`src/rtl/uart_rx_byte.sv`:
```
// ============================================================================
// uart_rx_byte : 8N1 UART receiver with a single-entry valid/ready holding
//                register and one-cycle framing-error / overrun pulses.
// Revision     : 1.0
// ============================================================================
`timescale 1ns/1ps
`default_nettype none

module uart_rx_byte #(
   parameter int CLOCK_FREQUENCY = 100_000_000,
   parameter int BAUD_RATE       = 115200
) (
   input  logic       CLK,
   input  logic       RST_N,
   input  logic       rxd,
   output logic [7:0] data,
   output logic       valid,
   input  logic       ready,
   output logic       frame_err,
   output logic       overrun
);

   localparam int c_DIV   = CLOCK_FREQUENCY / BAUD_RATE;
   localparam int c_HALF  = c_DIV / 2;
   localparam int c_CNT_W = $clog2(c_DIV);

   localparam logic [c_CNT_W-1:0] c_CNT_LAST = c_CNT_W'(c_DIV - 1);
   localparam logic [c_CNT_W-1:0] c_CNT_MID  = c_CNT_W'(c_HALF - 1);

   if (c_DIV < 4) begin : g_div_check
      $error("uart_rx_byte: CLOCK_FREQUENCY / BAUD_RATE must be at least 4");
   end

   typedef enum logic [1:0] {
      S_IDLE  = 2'd0,
      S_START = 2'd1,
      S_DATA  = 2'd2,
      S_STOP  = 2'd3
   } state_t;

   state_t               state_q, state_d;
   logic [c_CNT_W-1:0]   cnt_q, cnt_d;
   logic [2:0]           bit_q, bit_d;
   logic [7:0]           shreg_q, shreg_d;
   logic [7:0]           data_q, data_d;
   logic                 valid_q, valid_d;
   logic                 ferr_q, ferr_d;
   logic                 ovr_q, ovr_d;
   logic                 sync1_q, rx_s_q, rx_d_q;

   // Synchroniser flops reset high so reset never looks like a start edge.
   always_ff @(posedge CLK or negedge RST_N) begin
      if (!RST_N) begin
         sync1_q <= 1'b1;
         rx_s_q  <= 1'b1;
         rx_d_q  <= 1'b1;
      end else begin
         sync1_q <= rxd;
         rx_s_q  <= sync1_q;
         rx_d_q  <= rx_s_q;
      end
   end

   always_ff @(posedge CLK or negedge RST_N) begin
      if (!RST_N) begin
         state_q <= S_IDLE;
         cnt_q   <= '0;
         bit_q   <= '0;
         shreg_q <= '0;
         data_q  <= '0;
         valid_q <= 1'b0;
         ferr_q  <= 1'b0;
         ovr_q   <= 1'b0;
      end else begin
         state_q <= state_d;
         cnt_q   <= cnt_d;
         bit_q   <= bit_d;
         shreg_q <= shreg_d;
         data_q  <= data_d;
         valid_q <= valid_d;
         ferr_q  <= ferr_d;
         ovr_q   <= ovr_d;
      end
   end

   always_comb begin
      state_d = state_q;
      cnt_d   = cnt_q + c_CNT_W'(1);
      bit_d   = bit_q;
      shreg_d = shreg_q;
      data_d  = data_q;
      valid_d = valid_q;
      ferr_d  = 1'b0;
      ovr_d   = 1'b0;

      if (valid_q && ready) begin
         valid_d = 1'b0;
      end

      case (state_q)
         S_IDLE: begin
            cnt_d = '0;
            if (rx_d_q && !rx_s_q) begin
               state_d = S_START;
            end
         end
         S_START: begin
            if (cnt_q == c_CNT_MID) begin
               cnt_d   = '0;
               bit_d   = '0;
               state_d = rx_s_q ? S_IDLE : S_DATA;
            end
         end
         S_DATA: begin
            if (cnt_q == c_CNT_LAST) begin
               cnt_d   = '0;
               shreg_d = {rx_s_q, shreg_q[7:1]};
               bit_d   = bit_q + 3'd1;
               if (bit_q == 3'd7) begin
                  state_d = S_STOP;
               end
            end
         end
         S_STOP: begin
            // Leave at mid-stop so a back-to-back start edge is not missed.
            if (cnt_q == c_CNT_LAST) begin
               cnt_d   = '0;
               state_d = S_IDLE;
               if (!rx_s_q) begin
                  ferr_d = 1'b1;
               end else if (!valid_q || ready) begin
                  data_d  = shreg_q;
                  valid_d = 1'b1;
               end else begin
                  ovr_d = 1'b1;
               end
            end
         end
         default: begin
            state_d = S_IDLE;
         end
      endcase
   end

   assign data      = data_q;
   assign valid     = valid_q;
   assign frame_err = ferr_q;
   assign overrun   = ovr_q;

endmodule

`default_nettype wire

```
`config.mk`:
```
export PLATFORM = sky130hd
export DESIGN_NAME = uart_rx_byte
export DESIGN_NICKNAME = d
export VERILOG_FILES = /design/src/rtl/uart_rx_byte.sv
export SDC_FILE = /design/constraint.sdc
export NUM_CORES = 1
export LEC_CHECK = 0
export ABC_AREA = 1
export CAP_MARGIN = 20
export CORE_ASPECT_RATIO = 0.7
export CORE_MARGIN = 2
export CORE_UTILIZATION = 56
export DETAILED_ROUTE_END_ITERATION = 16
export GPL_TIMING_DRIVEN = 0
export PLACE_DENSITY_LB_ADDON = 0.12
export SLEW_MARGIN = 20
export SYNTH_ARGS = -nofsm -noshare
export SYNTH_HDL_FRONTEND = slang
export SYNTH_SLANG_ARGS = --single-unit
```
`constraint.sdc`:
```
create_clock -name CLK -period 1.6 [get_ports CLK]
set_input_delay 0.16 -clock CLK [delete_from_list [all_inputs] [get_ports CLK]]
set_output_delay 0.16 -clock CLK [all_outputs]
set_load 0.1 [all_outputs]
```
### After elaboration in Yosys (flattened, before gate mapping)

Index checks and enable logic that the tools add are counted.

* eq/ne operators: 11
* reductions and logical operators: 12
* add/sub/neg operators: 2
* mux-type cells: 25

Operators by type and width (count)
* case mux 10 bit (3 select lines): 1
* two-way mux 10 bit: 2
* two-way mux 1 bit: 12
* two-way mux 2 bit: 6
* adder 10 x 1 -> 10 bit, second input constant: 1
* == test 10 bit, second input constant: 1
* == test 10 x 9 -> 1 bit, second input constant: 1
* inequality test 2 bit, second input constant: 5
* case mux 2 bit (4 select lines): 1
* two-way mux 3 bit: 2
* case mux 3 bit (2 select lines): 1
* AND reduction 5 bit: 1
* == test 2 bit, second input constant: 2
* AND reduction 4 bit: 1
* adder 3 x 1 -> 3 bit, second input constant: 1
* == test 3 bit, second input constant: 1
* AND reduction 3 bit: 1
* == test 2 x 1 -> 1 bit, second input constant: 1
* logical AND 1 bit: 2
* logical NOT 1 bit: 2
* logical NOT 2 bit: 1
* AND reduction 2 bit: 1
* nonzero test 2 bit: 1
* OR reduction 2 bit: 1
* logical OR 1 bit: 1

* output and inout port bits: 11
* register bits: 37
* input bits: 4
* logic and storage cells: 61

### Depth between registers and ports, before layout

* word-level depth: 6
* mapped depth: 9
* mapped depth without buffers: 9

### Least setup slack after synthesis

No wires, ideal clock.

* path kind: reg2reg
* start: register valid_q, in the netlist valid
* end: register data_q[6], in the netlist data[6]
* clock period less this slack: 1.676 ns
* cell stages (with the launch flop): 6
* required time: 1.526 ns
* setup time: 0.074 ns
* arrival: 1.602 ns
* path slack: -0.076 ns
* path buffers: 1
* cell sequence: dfrtp_1 nand2_1 nand3_4 buf_6 nand2_2 o21ai_2

* longest elaborated chain between the ends: 3

Ends and longest elaborated chain
* start: declaration: RTL line 46 `logic valid_q, valid_d;`
* start signal: assignment: RTL line 80 `valid_q <= valid_d;`
* logical NOT 1 bit: RTL line 131 `end else if (!valid_q || ready) begin`
* logical OR 1 bit: RTL line 131
* AND reduction 4 bit (no line)
* end signal: assignment: RTL line 79 `data_q <= data_d;`
* end: declaration: RTL line 45 `logic [7:0] data_q, data_d;`

Every way passes these cells.
A chain may end at the register's enable or synchronous reset.

### Final worst setup path

* start: register cnt_q[1]
* end: register cnt_q[4]

* longest elaborated chain between the ends: 3
* elaborated cells between the ends (all ways): 6
* classes of those cells: 1 x add/sub; 2 x eq/ne; 3 x mux

Ends and longest elaborated chain
* start: declaration: RTL line 42 `logic [c_CNT_W-1:0] cnt_q, cnt_d;`
* start signal: assignment: RTL line 76 `cnt_q <= cnt_d;`
* adder 10 x 1 -> 10 bit, or another cell as far along: RTL line 88 `cnt_d = cnt_q + c_CNT_W'(1);`
* two-way mux 10 bit (on tied branches): RTL line 115, 126, 108
* case mux 10 bit (3 select lines) (*): RTL line 100 `case (state_q)`
* via cnt_d[4]: RTL line 42

Mark *: on every way through the listed nets, which the timed path passes. The rest lies on a longest branch.

==> flow_summary_export.csv <==
group,metric,value,unit
clock_tree,numCtsBuffers,5,
die,die_h,50.8,µm
hold_path,min_path_type,"primary input to flip-flop",
die,top_level_ports,15,
finish,final_cell_count_no_fill,246,
critical_path,crit_path_top_delay_cell,"dfrtp_1",
synth,avgSynthCellArea,9.58,µm²
sta,whs,290,ps
critical_path,crit_chain,"inv_2 > ha_1 > nand3_1 > nor2_2 > nand2_2 > nand2_1 > nand2_2 > inv_4 > nor3b_2",
synth,async_flop_share,1.00,
sta,relSlewSlack,0.634,
die,fp-row-count,16,
synth,synth_area,1750,µm²
synth,yosysSeqAreaShare,0.530,
critical_path,cp_max_fo,7,
global_route,antenna_found_initial,0,
sta,drv_slew,0,
sta,min_period_over_period,0.976,
global_route,grt_pass1_wl,5690,µm
finish,postLayoutCellArea,2170,µm²
synth,synth_cells,183,
run,cap_violations,0,
finish,antenna_cells,0,
status,status,"finished, final reports clean",
global_route,grt_max_degree,24,
route,viasPerCell,5.26,
clock_tree,ctsRootBufferMaster,"clkbuf_8",
synth,yosys_most_used_dff,"dfrtp_1",
placed_design,place_congestion,0.867,
critical_path,cp-end-kind,"flip-flop",
critical_path,startpoint_type,"flip-flop",
power_and_ir_drop,power_density,1090,nW/µm²
sta,totalNegativeSetupSlack,0,ps
critical_path,slowest_delay,420,ps
hold_path,whs_path_depth,1,
clock_tree,clk_path_buf_depth,2,
global_route,gr-total-overflow,0,
power_and_ir_drop,power.total,2.36,mW
route,drc,0,
critical_path,crit_buf_inv,2,
clock_tree,worstSkewPairLatency,280,ps
sta,max_slew.worst_pin.slew,552,ps
synth,synth_top_area_share,0.485,
synth,ys_types,26,
finish,fin_util,0.753,
power_and_ir_drop,cellLeakagePower,0.975,nW
critical_path,r2r_cells,9,
clock_tree,cts.clk_slew.worst_paths,70,ps
global_route,grt_pass1_vias,1234,
synth,syn-num-nets,191,
sta,finalWorstSetupSlack,39.2,ps
sta,layout_min_cycle_time,1560,ps
critical_path,critPathRequiredTime,1770,ps
clock_tree,cts_tree,"done",
synth,synthTopCellsByArea,"dfrtp_1 (49%), nand2_1 (9.2%), o21ai_2 (8.0%)",
global_route,grt_use_total,0.208,
die,die_w,70.9,µm
route,first_pass_iters,4,
synth,synth_top_area_cell,"dfrtp_1",
route,wl,3410,µm
critical_path,critPathMostFrequentCell,"nand2_2",
route,via_count,1293,
finish,fin_nets,217,
route,ant_nets,0,
clock_tree,cts.htree.levels,2,
sta,rsz0062_at_grt,"true",
die,core_area,2880,µm²
critical_path,critPathTopFamily,"simple AND/OR/NAND/NOR gates",
synth,yosys_warnings,0,
critical_path,critical_path_class,"flip-flop to flip-flop",
clock_tree,cts_sinks,37,
placed_design,dp.cells,234,
placed_design,portBuffers,14,
synth,synth_edf_count,0,
die,dieArea,3600,µm²
placed_design,dpl_cell_area,1960,µm²
power_and_ir_drop,ir_drop,807,µV
die,initial_utilization,0.608,
sta,max_freq,0.641,GHz
sta,report.final.setup_viol,0,
sta,hold_viol,0,
placed_design,pre_cts_slack,-40.8,ps
route,avgRoutedWirePerCell,13.8,µm
finish,area_growth,23.8,%
route,drtIter0Drc,95,
critical_path,crit_arrival,1730,ps
critical_path,path_depth,9,
finish,drive_gt1_frac,0.352,
placed_design,dp_hpwl,2510,µm
sta,clock_skew,7.96,ps
synth,synth_seq_cells,37,
## cells in the mapped netlist (2+ instances only)
cell type,count
nor2_1,10
xor2_1,2
dfstp_2,3
nand2_1,43
o21ai_2,16
nor3_1,2
nand3_2,2
inv_2,6
dfrtp_1,34
nand3_1,11
buf_6,2
o21ai_1,2
inv_1,20
a21oi_1,4
nor2_2,6
ha_1,4
nor3b_2,2
nand4_1,4
nand2_2,3
## cells by family (layout without fill, tap and decap cells)
kind of cell	count (synthesis)	in the layout	share of synthesized area
DFF	37	37	0.530
and+or+nand+nor	87	87	0.251
adders and majority gates	4	4	0.0286
AOI/OAI and AO/OA	24	24	0.106
buffers and inverters	28	55	0.0685
xor gates and xnor gates	3	3	0.0150
## registers in the layout, summed over array words and instances, names as in the netlist, named ones only
| name | count |
|---|---|
| bit_q | 3 |
| cnt_q | 10 |
| data | 8 |
| frame_err | 1 |
| overrun | 1 |
| rx_d_q | 1 |
| rx_s_q | 1 |
| shreg_q | 8 |
| state_q | 1 |
| sync1_q | 1 |
| valid | 1 |
## routing by layer
metal  vias up  track usage  routed length, µm
li1        642            -                  -
met1       614        0.285               1670
met2        35        0.333               1580
met3         2       0.0592                142
met4         0       0.0472                 15
met5         -            0                  0
## report_power, final
| part | internal, mW | total, mW | switching (mW) |
|---|---|---|---|
| sequential | 1.01 | 1.11 | 0.0973 |
| clock | 0.508 | 0.825 | 0.317 |
| combinational | 0.177 | 0.427 | 0.250 |
| total | 1.70 | 2.36 | 0.664 |
## layout make-up
cell class,instances,area (µm²)
Buffer,2,31.3
Inverter,26,100
Fill cell,206,713
Clock buffer,7,86.3
Timing Repair Buffer,19,209
Clock inverter,1,30.0
Sequential cell,37,931
Multi-Input combinational cell,118,737
Tap cell,36,45.0
## path summary, 6_finish.rpt
check                                   start                 end  slack (ps)
max                        cnt_q[1]$_DFF_PN0_  cnt_q[4]$_DFF_PN0_          40
min                                       rxd   sync1_q$_DFF_PN1_         290
max reg2reg                cnt_q[1]$_DFF_PN0_  cnt_q[4]$_DFF_PN0_          40
min reg2reg                 sync1_q$_DFF_PN1_    rx_s_q$_DFF_PN1_         360
max in group asynchronous               RST_N    rx_d_q$_DFF_PN1_         760
min in group asynchronous               RST_N   overrun$_DFF_PN0_         330
## cell usage in the layout (no fill, tap or decap), types with 6 or more instances in the layout
| cell type | synthesis | routed |
|---|---|---|
| clkbuf_8 | 0 | 6 |
| clkdlybuf4s15_2 | 0 | 11 |
| dfrtp_1 | 34 | 33 |
| inv_1 | 20 | 19 |
| inv_2 | 6 | 6 |
| nand2_1 | 43 | 41 |
| nand3_1 | 11 | 11 |
| nor2_1 | 10 | 8 |
| nor2_2 | 6 | 8 |
| o21ai_2 | 16 | 16 |
## what timing repair did
| action | CTS | global route |
|---|---|---|
| gates resized for setup | 34 | 11 |
| endpoints found under the setup margin | 14 | 26 |
| pin swaps | 0 | 2 |
| hold buffers | 1 | 0 |
| setup buffers | 0 | 3 |
| endpoints found under the hold margin | 14 | 0 |
No activity file was read; power rests on OpenSTA's default activity.
